**config.mk**
```make
export PLATFORM = sky130hd
export DESIGN_NAME = sha256_1024in
export DESIGN_NICKNAME = d
export VERILOG_FILES = /design/src/rtl/sha256_pkg.sv /design/src/rtl/sha256_round.sv /design/src/rtl/sha256_1024in.sv
export SDC_FILE = /design/constraint.sdc
export NUM_CORES = 2
export LEC_CHECK = 0
export ABC_AREA = 1
export CAP_MARGIN = 25
export CORE_AREA = 2 2 501 503
export CTS_BUF_LIST = sky130_fd_sc_hd__clkbuf_2 sky130_fd_sc_hd__clkbuf_4 sky130_fd_sc_hd__clkbuf_8
export CTS_CLUSTER_DIAMETER = 200
export DETAILED_ROUTE_END_ITERATION = 6
export DIE_AREA = 0 0 503 505
export DONT_BUFFER_PORTS = 1
export HOLD_SLACK_MARGIN = 0.12
export PLACE_DENSITY = 0.6
export SKIP_LAST_GASP = 1
export SYNTH_ARGS = -nofsm -noshare
export SYNTH_HDL_FRONTEND = slang
export SYNTH_SLANG_ARGS = --single-unit
```
**constraint.sdc**
```tcl
create_clock -name clk_i -period 12.6 [get_ports clk_i]
set_clock_uncertainty 0.05 [all_clocks]
set_input_delay 1.26 -clock clk_i [delete_from_list [all_inputs] [get_ports clk_i]]
set_output_delay 1.26 -clock clk_i [all_outputs]
set_load 0.03 [all_outputs]
```
**src/rtl/sha256_pkg.sv**
```systemverilog
// sha256_pkg: SHA-256 constants, state encoding and bit-mixing functions.
package sha256_pkg;
  typedef enum logic [1:0] {IDLE, BLK0, BLK1, DONE} state_t;
  typedef logic [0:7][31:0] st_t;
  localparam st_t IV = {32'h6a09e667, 32'hbb67ae85, 32'h3c6ef372, 32'ha54ff53a,
                        32'h510e527f, 32'h9b05688c, 32'h1f83d9ab, 32'h5be0cd19};
  localparam logic [31:0] K [64] = '{
    32'h428a2f98, 32'h71374491, 32'hb5c0fbcf, 32'he9b5dba5, 32'h3956c25b, 32'h59f111f1, 32'h923f82a4, 32'hab1c5ed5,
    32'hd807aa98, 32'h12835b01, 32'h243185be, 32'h550c7dc3, 32'h72be5d74, 32'h80deb1fe, 32'h9bdc06a7, 32'hc19bf174,
    32'he49b69c1, 32'hefbe4786, 32'h0fc19dc6, 32'h240ca1cc, 32'h2de92c6f, 32'h4a7484aa, 32'h5cb0a9dc, 32'h76f988da,
    32'h983e5152, 32'ha831c66d, 32'hb00327c8, 32'hbf597fc7, 32'hc6e00bf3, 32'hd5a79147, 32'h06ca6351, 32'h14292967,
    32'h27b70a85, 32'h2e1b2138, 32'h4d2c6dfc, 32'h53380d13, 32'h650a7354, 32'h766a0abb, 32'h81c2c92e, 32'h92722c85,
    32'ha2bfe8a1, 32'ha81a664b, 32'hc24b8b70, 32'hc76c51a3, 32'hd192e819, 32'hd6990624, 32'hf40e3585, 32'h106aa070,
    32'h19a4c116, 32'h1e376c08, 32'h2748774c, 32'h34b0bcb5, 32'h391c0cb3, 32'h4ed8aa4a, 32'h5b9cca4f, 32'h682e6ff3,
    32'h748f82ee, 32'h78a5636f, 32'h84c87814, 32'h8cc70208, 32'h90befffa, 32'ha4506ceb, 32'hbef9a3f7, 32'hc67178f2};
  function automatic logic [31:0] rotr(input logic [31:0] x, input int n);
    return (x >> n) | (x << (32 - n));
  endfunction
  function automatic logic [31:0] ch(input logic [31:0] x, y, z);
    return (x & y) ^ (~x & z);
  endfunction
  function automatic logic [31:0] maj(input logic [31:0] x, y, z);
    return (x & y) ^ (x & z) ^ (y & z);
  endfunction
  function automatic logic [31:0] bsig0(input logic [31:0] x);
    return rotr(x, 2) ^ rotr(x, 13) ^ rotr(x, 22);
  endfunction
  function automatic logic [31:0] bsig1(input logic [31:0] x);
    return rotr(x, 6) ^ rotr(x, 11) ^ rotr(x, 25);
  endfunction
  function automatic logic [31:0] ssig0(input logic [31:0] x);
    return rotr(x, 7) ^ rotr(x, 18) ^ (x >> 3);
  endfunction
  function automatic logic [31:0] ssig1(input logic [31:0] x);
    return rotr(x, 17) ^ rotr(x, 19) ^ (x >> 10);
  endfunction
  // next schedule word from W[t], W[t+1], W[t+9], W[t+14]
  function automatic logic [31:0] sched(input logic [31:0] w0, w1, w9, w14);
    return ssig1(w14) + w9 + ssig0(w1) + w0;
  endfunction
endpackage

```
**src/rtl/sha256_round.sv**
```systemverilog
// sha256_round: one combinational SHA-256 compression round; s/n hold a..h with a at index 0.
module sha256_round
  import sha256_pkg::*;
(
  input  st_t         s,
  input  logic [31:0] w,
  input  logic [31:0] k,
  output st_t         n
);
  logic [31:0] t1, t2;
  assign t1 = s[7] + bsig1(s[4]) + ch(s[4], s[5], s[6]) + k + w;
  assign t2 = bsig0(s[0]) + maj(s[0], s[1], s[2]);
  assign n  = {t1 + t2, s[0], s[1], s[2], s[3] + t1, s[4], s[5], s[6]};
endmodule

```
**src/rtl/sha256_1024in.sv**
```systemverilog
// sha256_1024in: two-block SHA-256 core for pre-padded 1024-bit messages, 64 rounds + 1 feed-forward per block.
// SHA256_2ROUND_EN: two chained rounds per cycle (32 + 1 cycles per block).
module sha256_1024in
  import sha256_pkg::*;
(
  input  logic          clk_i,
  input  logic          rst_i,
  input  logic          in_valid,
  input  logic [1023:0] in,
  output logic          in_ready,
  output logic          out_valid,
  output logic [255:0]  out,
  input  logic          out_ready
);
  state_t state, nxt;
  st_t v, vn, hr, hs;
  logic [0:15][31:0] w, wn, blk1;
  logic [6:0] cnt;
  logic acc, ff, busy;
  assign in_ready  = state == IDLE || state == DONE;
  assign out_valid = state == DONE;
  assign acc  = in_valid && in_ready;
  assign busy = state == BLK0 || state == BLK1;
  assign ff   = cnt == 7'd64;
  for (genvar i = 0; i < 8; i++) begin : g_ff
    assign hs[i] = hr[i] + v[i];
  end
`ifdef SHA256_2ROUND_EN
  localparam logic [6:0] step = 7'd2;
  st_t v1;
  sha256_round u_r0 (.s(v), .w(w[0]), .k(K[cnt[5:0]]), .n(v1));
  sha256_round u_r1 (.s(v1), .w(w[1]), .k(K[cnt[5:0] + 6'd1]), .n(vn));
  assign wn = {w[2:15], sched(w[0], w[1], w[9], w[14]), sched(w[1], w[2], w[10], w[15])};
`else
  localparam logic [6:0] step = 7'd1;
  sha256_round u_r0 (.s(v), .w(w[0]), .k(K[cnt[5:0]]), .n(vn));
  assign wn = {w[1:15], sched(w[0], w[1], w[9], w[14])};
`endif
  always_ff @(posedge clk_i or negedge rst_i)
    if (!rst_i) state <= IDLE;
    else state <= nxt;
  always_comb begin
    nxt = state;
    if (acc) nxt = BLK0;
    else if (state == BLK0 && ff) nxt = BLK1;
    else if (state == BLK1 && ff) nxt = DONE;
    else if (state == DONE && out_ready) nxt = IDLE;
  end
  // cnt==64 is the feed-forward cycle: fold into H and restart rounds on the next block
  always_ff @(posedge clk_i or negedge rst_i)
    if (!rst_i) begin
      cnt  <= '0;
      v    <= '0;
      hr   <= '0;
      w    <= '0;
      blk1 <= '0;
      out  <= '0;
    end else if (acc) begin
      cnt  <= '0;
      v    <= IV;
      hr   <= IV;
      w    <= in[1023:512];
      blk1 <= in[511:0];
    end else if (busy) begin
      cnt <= ff ? 7'd0 : cnt + step;
      v   <= ff ? hs : vn;
      hr  <= ff ? hs : hr;
      w   <= ff ? blk1 : wn;
      if (ff && state == BLK1) out <= hs;
    end
endmodule

```
==> impl_metrics.json <==
{
  "wire_per_inst_um": 30.29,
  "port_buffers": 0,
  "cts-hold-fix-buffers": 57,
  "clk_path_buf_depth": 4,
  "final-setup-viol-count": 0,
  "drv_cap": 0,
  "final_max_slew_viol_count": 0,
  "drtPass1Iterations": 7,
  "root_buffer": "clkbuf_8",
  "cts_sinks": 1801,
  "ys_types": 60,
  "cts_buffers": 338,
  "tns_ns": 0,
  "cp_max_fo": 11,
  "core_mm2": 0.2482,
  "drive_gt1_share_pct": 5.489,
  "cts_tree": "yes",
  "synth_enable_flop_cells": 0,
  "critPathSlowestCell": "o41ai_1",
  "avgSynthCellArea_um2": 7.811,
  "finalWirelength_um": 516900,
  "viasPerCell": 5.838,
  "ctsResizeCount": 0,
  "grtUsageTotal_pct": 39.69,
  "dieArea_mm2": 0.2540,
  "syn-num-nets": 15194,
  "overflow": 0,
  "drc": 1,
  "period_needed_ns": 8.276,
  "die_w_um": 503,
  "postCtsSetupBuffers": 0,
  "rsz0062_at_grt": "false",
  "drt_iter0_drc": 12771,
  "hp-class": "input pin to asynchronous set/reset pin",
  "start_kind": "flop",
  "nFillCells": 25404,
  "area_growth_pct": 9.941,
  "required_ns": 13.46,
  "syn_area_mm2": 0.1060,
  "grt_pass1_vias": 94773,
  "yosys_warnings": 0,
  "yosysSeqAreaShare_pct": 42.50,
  "worstSetupPathType": "flop to flop",
  "nets": 15013,
  "vias": 99635,
  "period_share_pct": 65.69,
  "max_freq_ghz": 0.1208,
  "die_height_um": 505,
  "synth-seq-cells": 1801,
  "worst_pin_slew_ns": 1.346,
  "synth_top_area_share_pct": 42.50,
  "clk_latency_ns": 1.16,
  "regArea_mm2": 0.04507,
  "clk_pin_slew_ns": 0.06,
  "grt_start_max_net_pins": 257,
  "violations": "DRC",
  "grt_pass1_wl_um": 719500,
  "h-tree-depth": 5,
  "relSlewSlack_pct": 10.30,
  "synth_cells": 13575,
  "rows": 183,
  "start_util_pct": 42.72,
  "dp_hpwl_um": 396700,
  "ant_nets": 0,
  "status": "finished, violations left",
  "globalplace.congestion": 1.045,
  "endpoint_kind": "flop",
  "synth_flop_cell": "dfrtp_1",
  "yosysTopAreaCell": "dfrtp_1",
  "synthArstFlopShare_pct": 100.0,
  "cp.arrival_ns": 9.14,
  "cpPeakStageDelay_ns": 0.69,
  "finalHoldViolCount": 0,
  "netlist_top_cells_area": "dfrtp_1, nand2_1, ha_1",
  "antenna_found_initial": 145,
  "multi_input_comb_area_mm2": 0.05376,
  "ios": 1286
}
-- synth_stat cells (3+ instances only) --
| library cell | instances |
|---|---|
| nand2_1 | 4991 |
| dfrtp_1 | 1801 |
| inv_1 | 1200 |
| clkbuf_1 | 595 |
| a21oi_1 | 562 |
| nor2_1 | 556 |
| o21ai_0 | 545 |
| nand3_1 | 473 |
| ha_1 | 396 |
| o211ai_1 | 354 |
| a22oi_1 | 296 |
| xor2_1 | 228 |
| xnor2_1 | 208 |
| fa_1 | 195 |
| nand4_1 | 154 |
| o21ai_1 | 150 |
| o2111ai_1 | 128 |
| o221ai_1 | 91 |
| buf_2 | 72 |
| nor3_1 | 70 |
| a31oi_1 | 58 |
| a21o_1 | 52 |
| o21bai_1 | 49 |
| or2_2 | 46 |
| o22ai_1 | 40 |
| o21a_1 | 36 |
| buf_1 | 30 |
| nand3b_1 | 28 |
| a21boi_0 | 27 |
| a221oi_1 | 18 |
| a211oi_1 | 17 |
| nor4_1 | 17 |
| maj3_1 | 12 |
| o311ai_0 | 12 |
| o31ai_1 | 9 |
| and2_1 | 7 |
| inv_2 | 7 |
| o32ai_1 | 6 |
| a311oi_1 | 4 |
| a221o_1 | 3 |
| clkinv_1 | 3 |
| o41ai_1 | 3 |
-- registers in the layout, indices dropped and copies added, names as in the netlist --
register,flops
blk1,512
hr,256
v,256
w,512
out,256
cnt,7
state,2
-- routing by layer --
layer  GRT usage, %  up-vias  wire length, um
li1               -    44405                -
met1          51.83    48684           204300
met2          59.70     5391           228300
met3          9.156     1117            49280
met4          24.03       38            34780
met5              0        -              247
-- placed cells by master, fill, tap and decap left out, types with 27 or more instances in the layout --
cell type and n:
a21boi_0 27, o21ai_1 150, a22oi_1 296, nand3b_1 28
buf_4 94, inv_1 1197, o211ai_1 354, xor2_1 228
or2_2 46, o22ai_1 40, o21ai_0 545, nand3_1 473
o2111ai_1 128, clkbuf_4 109, a21o_1 52, o21a_1 36
nand2_1 4990, diode_2 129, a21oi_1 562, nor2_1 551
ha_1 396, clkbuf_8 401, dfrtp_1 1801, o221ai_1 91
o21bai_1 49, a31oi_1 58, nor3_1 70, nand4_1 154
xnor2_1 208, dlygate4sd3_1 57, fa_1 195
-- cell type report --
class,instances,share of cell area [%]
Multi-Input combinational cell,9865,46.11
Sequential cell,1801,38.66
Clock buffer,509,5.430
Tap cell,3330,3.574
Antenna cell,129,0.2769
Clock inverter,46,0.4239
Inverter,1210,3.927
Timing Repair Buffer,178,1.598
-- critical path: cells and delay by family (launching register included) --
family,cells,cell delay [ns]
compound gates,7,2.34
fa+ha+maj,5,2.18
simple gates,12,1.82
buf+inv,4,0.62
xor+xnor,1,0.57
flops,1,0.56
-- logic make-up after synthesis --
kind of cell | after synthesis | share of synthesized area (%)
buf+inv | 1909 | 6.849
simple gates | 6348 | 23.77
fa+ha+maj | 603 | 8.467
flops | 1801 | 42.50
compound gates | 2477 | 14.80
xor+xnor | 436 | 3.601
mux | 1 | 0.01062
-- through the flow --
step / utilization [%] / hold WS, ns / instances / setup slack [ns] / area [um^2]
2_1_floorplan: - / 0.3934 / 13575 / 6.456 / 106000
3_3_place_gp: 43.80 / 0.4109 / 16318 / 4.395 / 108700
3_5_place_dp: 43.81 / 0.4154 / 16321 / 4.299 / 108700
4_1_cts: 46.79 / 0.1204 / 16933 / 4.300 / 116100
5_1_grt: 46.93 / 0.1457 / 17026 / 3.829 / 116500
6_report: 46.97 / 0.09011 / 17068 / 4.324 / 116600
-- worst paths after layout --
| kind | cells after the start | slack, ns | from | to |
|---|---|---|---|---|
| worst max register to register | 29 | 4.32 | cnt[1] | v[247] |
| worst max-delay path | 29 | 4.32 | cnt[1] | v[247] |
| max in group asynchronous | 5 | 8.31 | rst_i | w[169] |
| worst min register to register | 2 | 0.38 | w[141] | w[173] |
| worst min-delay path | 1 | 0.09 | rst_i | blk1[465] |
| min in group clk_i | 2 | 0.17 | in[182] | blk1[182] |
Power is not shown: default switching activity piles up to over one toggle a cycle in this logic, so the estimate is an artifact.
